File: src/rtl/mem_arbiter.sv
// ---------------------------------------------------------------------------
// mem_arbiter
//
// Shares one memory port between the multi-cycle core (requester 0) and the
// program loader / debug port (requester 1). Only one transaction is in
// flight at a time. The winner is registered, the memory is driven for one
// cycle, the arbiter waits out the read latency, and then it acks the owner.
//
// Parameters
//   ADDR_W      address width
//   DATA_W      data width (DATA_W/8 byte lanes)
//   MEM_LATENCY cycles from mem_en to valid mem_rdata (>= 1)
//   FIXED_PRIO  1: requester 0 always wins a tie, 0: round-robin
//
// Ports
//   clk, reset            clock, synchronous active-high reset
//   req, we               per-requester request / write enable
//   addr, wdata, wmask    per-requester fields, requester i in slice i
//   gnt                   one-hot pulse, request accepted this cycle
//   ack                   one-hot pulse, transaction complete
//   rdata                 last read data captured from memory
//   busy                  high whenever the arbiter is not idle
//   mem_en, mem_we        memory strobe / write enable (ISSUE cycle only)
//   mem_addr, mem_wdata,
//   mem_wmask             latched transaction fields
//   mem_rdata             memory read data, valid MEM_LATENCY after mem_en
// ---------------------------------------------------------------------------
module mem_arbiter #(
  parameter int ADDR_W      = 32,
  parameter int DATA_W      = 32,
  parameter int MEM_LATENCY = 1,
  parameter int FIXED_PRIO  = 0
) (
  input  logic                    clk,
  input  logic                    reset,
  input  logic [1:0]              req,
  input  logic [1:0]              we,
  input  logic [2*ADDR_W-1:0]     addr,
  input  logic [2*DATA_W-1:0]     wdata,
  input  logic [2*(DATA_W/8)-1:0] wmask,
  output logic [1:0]              gnt,
  output logic [1:0]              ack,
  output logic [DATA_W-1:0]       rdata,
  output logic                    busy,
  output logic                    mem_en,
  output logic                    mem_we,
  output logic [ADDR_W-1:0]       mem_addr,
  output logic [DATA_W-1:0]       mem_wdata,
  output logic [DATA_W/8-1:0]     mem_wmask,
  input  logic [DATA_W-1:0]       mem_rdata
);

  localparam int MASK_W = DATA_W / 8;
  localparam int CNT_W  = $clog2(MEM_LATENCY + 1);

  typedef enum logic [1:0] {IDLE, ISSUE, WAIT, ACK} state_t;

  state_t              state_reg, state_next;
  logic                owner_reg;
  logic                last_reg;
  logic                we_reg;
  logic [ADDR_W-1:0]   addr_reg;
  logic [DATA_W-1:0]   wdata_reg;
  logic [MASK_W-1:0]   wmask_reg;
  logic [CNT_W-1:0]    cnt_reg, cnt_next;
  logic [DATA_W-1:0]   rdata_reg;

  logic                winner;
  logic                latch_en;
  logic                capture_en;

  // Per-requester views of the packed request buses.
  logic [ADDR_W-1:0]   addr_req  [2];
  logic [DATA_W-1:0]   wdata_req [2];
  logic [MASK_W-1:0]   wmask_req [2];

  for (genvar gi = 0; gi < 2; gi++) begin : g_req
    assign addr_req[gi]  = addr[gi*ADDR_W +: ADDR_W];
    assign wdata_req[gi] = wdata[gi*DATA_W +: DATA_W];
    assign wmask_req[gi] = wmask[gi*MASK_W +: MASK_W];
  end

  // A lone requester always wins; on a tie round-robin favours whoever was
  // not served last, fixed priority favours the core.
  always_comb begin
    winner = req[1];
    if (req == 2'b11) begin
      winner = (FIXED_PRIO != 0) ? 1'b0 : ~last_reg;
    end
  end

  always_comb begin
    state_next = state_reg;
    cnt_next   = cnt_reg;
    gnt        = 2'b00;
    ack        = 2'b00;
    latch_en   = 1'b0;
    capture_en = 1'b0;
    case (state_reg)
      IDLE: begin
        // Reset wins over a simultaneous request so gnt never pulses in reset.
        if ((|req) && !reset) begin
          gnt[winner] = 1'b1;
          latch_en    = 1'b1;
          state_next  = ISSUE;
        end
      end
      ISSUE: begin
        if (we_reg) begin
          state_next = ACK;
        end else begin
          cnt_next   = CNT_W'(MEM_LATENCY);
          state_next = WAIT;
        end
      end
      WAIT: begin
        cnt_next = cnt_reg - CNT_W'(1);
        if (cnt_reg == CNT_W'(1)) begin
          capture_en = 1'b1;
          state_next = ACK;
        end
      end
      ACK: begin
        ack[owner_reg] = 1'b1;
        state_next     = IDLE;
      end
      default: state_next = IDLE;
    endcase
  end

  always_ff @(posedge clk) begin
    if (reset) begin
      state_reg <= IDLE;
      owner_reg <= 1'b0;
      last_reg  <= 1'b1;
      we_reg    <= 1'b0;
      addr_reg  <= '0;
      wdata_reg <= '0;
      wmask_reg <= '0;
      cnt_reg   <= '0;
      rdata_reg <= '0;
    end else begin
      state_reg <= state_next;
      cnt_reg   <= cnt_next;
      if (latch_en) begin
        owner_reg <= winner;
        last_reg  <= winner;
        we_reg    <= we[winner];
        addr_reg  <= addr_req[winner];
        wdata_reg <= wdata_req[winner];
        wmask_reg <= wmask_req[winner];
      end
      if (capture_en) begin
        rdata_reg <= mem_rdata;
      end
    end
  end

  assign busy      = (state_reg != IDLE);
  assign mem_en    = (state_reg == ISSUE);
  assign mem_we    = (state_reg == ISSUE) && we_reg;
  assign mem_addr  = addr_reg;
  assign mem_wdata = wdata_reg;
  assign mem_wmask = wmask_reg;
  assign rdata     = rdata_reg;

endmodule

File: config.mk
export PLATFORM = sky130hd
export DESIGN_NAME = mem_arbiter
export DESIGN_NICKNAME = d
export VERILOG_FILES = /design/src/rtl/mem_arbiter.sv
export SDC_FILE = /design/constraint.sdc
export NUM_CORES = 1
export LEC_CHECK = 0
export ABC_CLOCK_PERIOD_IN_PS = 1900
export CORE_UTILIZATION = 25
export DETAILED_ROUTE_END_ITERATION = 16
export DONT_BUFFER_PORTS = 1
export SLEW_MARGIN = 5
export SYNTH_ARGS = -nofsm -noshare
export SYNTH_HDL_FRONTEND = slang
export SYNTH_SLANG_ARGS = --single-unit
File: constraint.sdc
create_clock -name clk -period 1.9 [get_ports clk]
set_input_delay 0 -clock clk [delete_from_list [all_inputs] [get_ports clk]]
set_output_delay 0 -clock clk [all_outputs]
set_load 0.02 [all_outputs]
==> summary.md, run 1 <==
| Metric | Value |
|---|---|
| Largest net degree at the start of global routing | 110 |
| Detail Route Antenna Nets | 0 |
| Die height | between 100 and 150 um |
| Largest area contributor in the netlist | dfxtp_1 |
| Ant diodes | 0 |
| CTS tree | done |
| FMAX | between 0.5 and 0.6 GHz |
| Initial Util | 25.7% |
| Leak Pwr | 1.90 nW |
| Failing checks | negative hold slack |
| Vias | just over 4000 |
| Largest family of logic cells by synthesized area | compound AO/OA/AOI/OAI gates |
| CP Max Fanout | 5 |
| Drt first-iter violations | 130 |
| Placeable Area | 19600 um2 |
| Synthesis-to-finish area growth | 11.7% |
| Synth Warn # | 0 |
| GP Congestion | 0.698 |
| Xor/xnor cell area share of the yosys netlist | 0% |
| Worst IR drop on VDD | between 400 and 500 uV |
| Sequential element share of the synthesized area | a little over two fifths |
| Top cells by area, synth | dfxtp_1, nand2_1, a21oi_2 |
| HP Class | input port to flip-flop |
| H-tree depth | 3 |
| CTS Buf Count | 9 |
| Number of global-route vias before repair | 3624 |
| Simple-gate share of the synthesized area | 18.2% |
| Status | finished, violations left |
| Synth top area share | a little over two fifths |
| Setup Total Neg Slack | 0 ns |
| Tcrit/Tclk final | between 90 and 100% |
| Drt total wl | about 15000 um |
| Min Tclk post-route | about 1.8 ns |
| Compound-cell area share of the yosys netlist | 29.1% |
| CTS max path bufs | 2 |
| Adder-cell share of the synthesized area | less than 1% |
| 1st-pass router iterations | 4 |
| Max-cap violation count | 0 |
| Number of I/O port buffers | 0 |
| Die area | around 21000 um2 |
| Row Count | 51 |
| DR DRC count | 0 |
| Final core occ | roughly 29% |
| Synth Cell Area | just over 5000 um2 |
| GRT overflow | 0 |
| # setup viols final | 0 |
| CP Launch Type | flip-flop |
| Final slew viol count | 0 |
| Arrival time at the worst endpoint | between 2 and 2.5 ns |
| Async set-reset flop share out of synthesis | 0% |
| Average wire per cell in the routed design | between 15 and 20 um |
| Syn_nets | roughly 750 |
| CP endpoint kind | flip-flop |
| Worst-path clk slew | 0.07 ns |
| Die W | 144 um |
| Crit path required time | between 2 and 2.5 ns |
| Crit Path Category | flip-flop to flip-flop |
| Clock tree sinks | between 100 and 150 |
| Via/cell ratio | 5.01 |
| Post-Syn Instances | 574 |
| Worst rel slew slack | roughly 55% |
| Initial antenna violation count | 0 |
| Hpwl dp | about 10000 um |
| Fill count | around 2100 |
| GRT Util Overall | 13.4% |
| EDFF count, synth | 0 |
| Global-route wire length before repair | approximately 21000 um |
| Clk Latency, worst-skew pair | ~0.35 ns |
| Worst slew pin tran | between 0.6 and 0.7 ns |
| RSZ-0062 raised after global routing | false |
| Synth Flop Type | dfxtp_1 |
| Layout cell share with drive strength beyond 1 | 22.5% |
| Hold bufs inserted after CTS | 3 |
| Seq cells post-synth | roughly 110 |
| # IOs | about 280 |
| Sequential cell area | 2120 um2 |
| Pwr per Cell Area | approximately 1400 nW/um2 |
| Mux cell area share after synthesis | less than 1% |
| Syn_area_per_cell | ~9 um2 |
| Post-layout net count | around 730 |
| Hold Vio Cnt, Final | between 100 and 150 |
| Root Driver | clkbuf_16 |
| Multi-input logic area | 2470 um2 |
| Distinct cell type count after synthesis | 33 |
| Clock skew | 0.00924 ns |
| Worst hold slack | -0.277 ns |
## through the flow
step / cells / worst slack [ns] / total power [mW] / instance area, um2
6_report: 824 / 0.0984 / 7.77 / 5620
5_1_grt: 824 / 0.00849 / 8.22 / 5620
4_1_cts: 821 / 0.0295 / 7.75 / 5540
3_5_place_dp: 799 / 0.167 / 5.60 / 5150
3_3_place_gp: 799 / 0.202 / 5.57 / 5150
2_1_floorplan: 574 / 0.353 / 5.17 / 5030
## kinds of logic after synthesis
group,count (synthesis)
adder cells (fa/ha/maj),4
flip-flops,106
multiplexers,1
AND/OR/NAND/NOR,224
buffers and inverters,61
AO/OA/AOI/OAI,178
## layer usage
| layer | share of wire (%) | track usage (%) | up-vias |
|---|---|---|---|
| met2 | 48 | 22.5 | 201 |
| met4 | 1.3 | 4.09 | 0 |
| met1 | 40 | 15.3 | 1942 |
| met5 | 0 | 0 | - |
| met3 | 10 | 5.60 | 9 |
| li1 | - | - | 1973 |
## layout make-up
class / instances / share of cell area [%]
sequential: 106 / 37.7
clock buffer: 12 / 4.56
inverter: 4 / 0.267
clock inverter: 4 / 1.00
multi-input combinational: 407 / 44.0
timing repair buffer: 26 / 6.50
tap: 265 / 5.90
## synthesized netlist by cell type (2+ instances only)
cell type / count
a21oi_2: 59
buf_2: 22
dfxtp_1: 106
nor2_1: 3
a311oi_2: 10
buf_1: 3
nor2b_1: 4
buf_4: 3
ha_1: 4
buf_6: 10
nor4_1: 2
and2_1: 4
buf_12: 7
nand2b_1: 3
nand2_2: 10
inv_1: 4
nand2_1: 193
clkbuf_1: 11
a21oi_1: 44
a311oi_1: 59
## path summary, 6_finish.rpt
| path | startpoint | slack [ns] | to | depth (start not counted) |
|---|---|---|---|---|
| worst max-delay path | state_reg[0] | 0.1 | owner_reg | 6 |
| worst min-delay path | reset | -0.28 | mem_addr[31] | 1 |
| worst max register to register | state_reg[0] | 0.1 | owner_reg | 6 |
| worst min register to register | rdata[23] | 0.55 | rdata[23] | 2 |
## what timing repair did
item	in CTS	in global routing
buffers inserted	2	2
setup endpoints to repair	1	26
hold endpoints to repair	106	104
gates cloned	1	1
resized for setup	0	5
## layout by cell type, fill, tap and decap left out, drive strengths merged, types with 2 or more instances in the layout
cell type    count
a21oi          103
a311oi          69
and2             4
buf             21
clkbuf          13
dfxtp          106
dlygate4sd3      3
ha               4
inv              6
nand2          204
nand2b           3
nor2             4
nor2b            5
nor4             2
## power by group
part	internal, mW	switching, mW	total [mW]	leakage (nW)
sequential	2.65	0.853	3.50	0.869
clock	1.11	0.874	1.98	0.154
combinational	1.06	1.23	2.29	0.877
## critical path, cell delays in order, from the launching register on
cell and delay, ns:
dfxtp_1 0.34, inv_1 0.17, ha_4 0.18, nor2b_4 0.21
nand3_2 0.14, a21oi_2 0.16, dlygate4sd3_1 0.54
(Power assumes the default switching activity.)
==> run 2: changes to the inputs <==
- CORE_MARGIN: not set -> 5
==> summary.md, run 2 (synthesis gave the netlist of run 1 again) <==
| Metric | Value |
|---|---|
| Initial antenna violation count | 0 (unchanged) |
| HP Start | reset |
| Drt total wl | 15700 um (+3.2%) |
| Max stage delay on crit path | 0.56 ns (+0.02 ns) |
| Non-Filler Instances | 822 (-0.24%) |
| Dpl ws | 0.105 ns (-0.0615 ns) |
| Largest net degree at the start of global routing | 110 (unchanged) |
| Setup Total Neg Slack | 0 ns (unchanged) |
| Die W | 152 um (+5.6%) |
| FF-to-FF End | state_reg[1] |
| Number of global-route vias before repair | 4246 (+17%) |
| Max-cap violation count | 0 (unchanged) |
| Clock tree sinks | 106 (unchanged) |
| Die height | 152 um (+5.6%) |
| Hold-critical path depth | 1 (unchanged) |
| Clk Latency, worst-skew pair | 0.35 ns (about the same) |
| GRT overflow | 0 (unchanged) |
| Commonest cells after routing, fill and taps aside | nand2_1, dfxtp_1, a21oi_2, a311oi_1, a21oi_1 |
| Via/cell ratio | 5.07 (+1.3%) |
| Die area | 23100 um2 (+11%) |
| Ant diodes | 0 (unchanged) |
| CP Launch Type | flip-flop |
| CP cell instances | nand2b_1 -> dlygate4sd3_1 -> mux2i_1 -> dlygate4sd3_1 |
| RSZ-0062 raised after global routing | false |
| Worst Hold Path EP | mem_wdata[30] |
| CP Launch Point | state_reg[1] |
| Crit path required time | 2.19 ns (about the same) |
| GRT Util Overall | 12.9% (-0.51 points) |
| CTS tree | done |
| Status | finished, violations left |
| H-tree depth | 3 (unchanged) |
| Failing checks | negative hold slack |
| CTS Buf Count | 9 (unchanged) |
| # IOs | 281 (unchanged) |
| Root Driver | clkbuf_16 |
| R2r startpoint | state_reg[1] |
| Min Tclk post-route | 1.80 ns (-0.00360 ns) |
| Final WS setup | 0.102 ns (+0.00360 ns) |
| Worst rel slew slack | 53.2% (-2.2 points) |
| Synthesis-to-finish area growth | 10.3% |
| Row Count | 51 (unchanged) |
| Slowest-stage cell, CP | dlygate4sd3_1 |
| Number of I/O port buffers | 0 (unchanged) |
| CTS max path bufs | 2 (unchanged) |
| Vias | 4167 (+1.0%) |
| Dpl cells | 801 (+0.25%) |
| CP endpoint kind | flip-flop |
| Crit Path Category | flip-flop to flip-flop |
| Worst IR drop on VDD | 447 uV (-0.98%) |
| Worst hold slack | -0.281 ns (-0.00416 ns) |
| Drt first-iter violations | 214 (+65%) |
| Placeable Area | 19700 um2 (+0.33%) |
| Tcrit/Tclk final | 94.6% (-0.19 points) |
| # setup viols final | 0 (unchanged) |
| Total power draw | 7.67 mW (-1.3%) |
| Initial Util | 25.6% (-0.083 points) |
| Clock skew | 0.0113 ns (+0.00205 ns) |
| Worst-path clk slew | 0.07 ns (about the same) |
| Leak Pwr | 1.87 nW (-1.6%) |
| Worst slew pin tran | 0.702 ns (+0.0333 ns) |
| Hold Vio Cnt, Final | 105 (+0.96%) |
| Final slew viol count | 0 (unchanged) |
| Pwr per Cell Area | 1380 nW/um2 (about the same) |
| HP Class | input port to flip-flop |
| Arrival time at the worst endpoint | 2.08 ns (about the same) |
| Most common cell after layout, fill and taps aside | nand2_1 |
| Detail Route Antenna Nets | 0 (unchanged) |
| Hpwl dp | 11000 um (+8.9%) |
| Hold bufs inserted after CTS | 2 (-1) |
| Worst reg-to-reg path cell count | 4 (-2) |
| 1st-pass router iterations | 4 (unchanged) |
| Crit path top cell by count | dlygate4sd3_1 |
| Worst R2R Setup Slack | 0.10 ns (about the same) |
| Post-layout net count | 731 (-0.14%) |
| DR DRC count | 0 (unchanged) |
| CP Max Fanout | 5 (unchanged) |
| FMAX | 0.556 GHz (+0.20%) |
| Layout cell share with drive strength beyond 1 | 23.0% (+0.44 points) |
| GP Congestion | 0.873 (+25%) |
| Average wire per cell in the routed design | 19.1 um (+3.5%) |
| Global-route wire length before repair | 23900 um (+16%) |
-- run 2: final cells by class --
cell class	count	area, um2
clock buffer	10	239
tap	265	332
multi-input combinational	407	2470
sequential	106	2120
inverter	4	15.0
timing repair buffer	25	305
clock inverter	5	61.3
fill	2106	14100
-- run 2: worst max-delay path by stage --
stage,to,cells after the start
floorplan,last_reg,7
global placement,mem_wdata[31],7
detailed placement,mem_wmask[3],7
CTS,gnt[1],7
global route,state_reg[1],6
finish,state_reg[1],4
-- run 2: where the power goes --
part / internal [mW] / switching, mW / leakage (nW)
clock network: 1.07 / 0.890 / 0.150
logic: 1.01 / 1.19 / 0.851
registers: 2.65 / 0.873 / 0.869
-- run 2: repair_timing --
item / 4_1_cts / 5_1_grt
endpoints found under the setup margin: 1 / 3
setup buffers: 1 / 3
resized for setup: 1 / 5
pin swaps: 0 / 0
hold endpoints to repair: 106 / 105
-- run 2: stage by stage --
| step | hold slack (ns) | instance area [um2] | util [%] |
|---|---|---|---|
| floorplan | 0.136 | 5030 | - |
| global placement | 0.0840 | 5160 | 26.3 |
| detailed placement | 0.0880 | 5160 | 26.3 |
| CTS | -0.298 | 5500 | 28.0 |
| global route | -0.304 | 5550 | 28.2 |
| finish | -0.281 | 5550 | 28.2 |
-- run 2: worst max-delay path: cells and delay by family (launching register included) --
kind                   cells  cell delay, ns
buffers and inverters      2            1.12
AND/OR/NAND/NOR            1            0.08
flip-flops                 1            0.42
multiplexers               1            0.12
-- run 2: routing by layer --
| layer | up-vias | global-route usage, % | wire length (um) |
|---|---|---|---|
| li1 | 1967 | - | - |
| met1 | 1971 | 14.9 | 6600 |
| met2 | 205 | 21.2 | 7280 |
| met3 | 24 | 5.20 | 1480 |
| met4 | 0 | 5.09 | 375 |
| met5 | - | 0 | 0 |
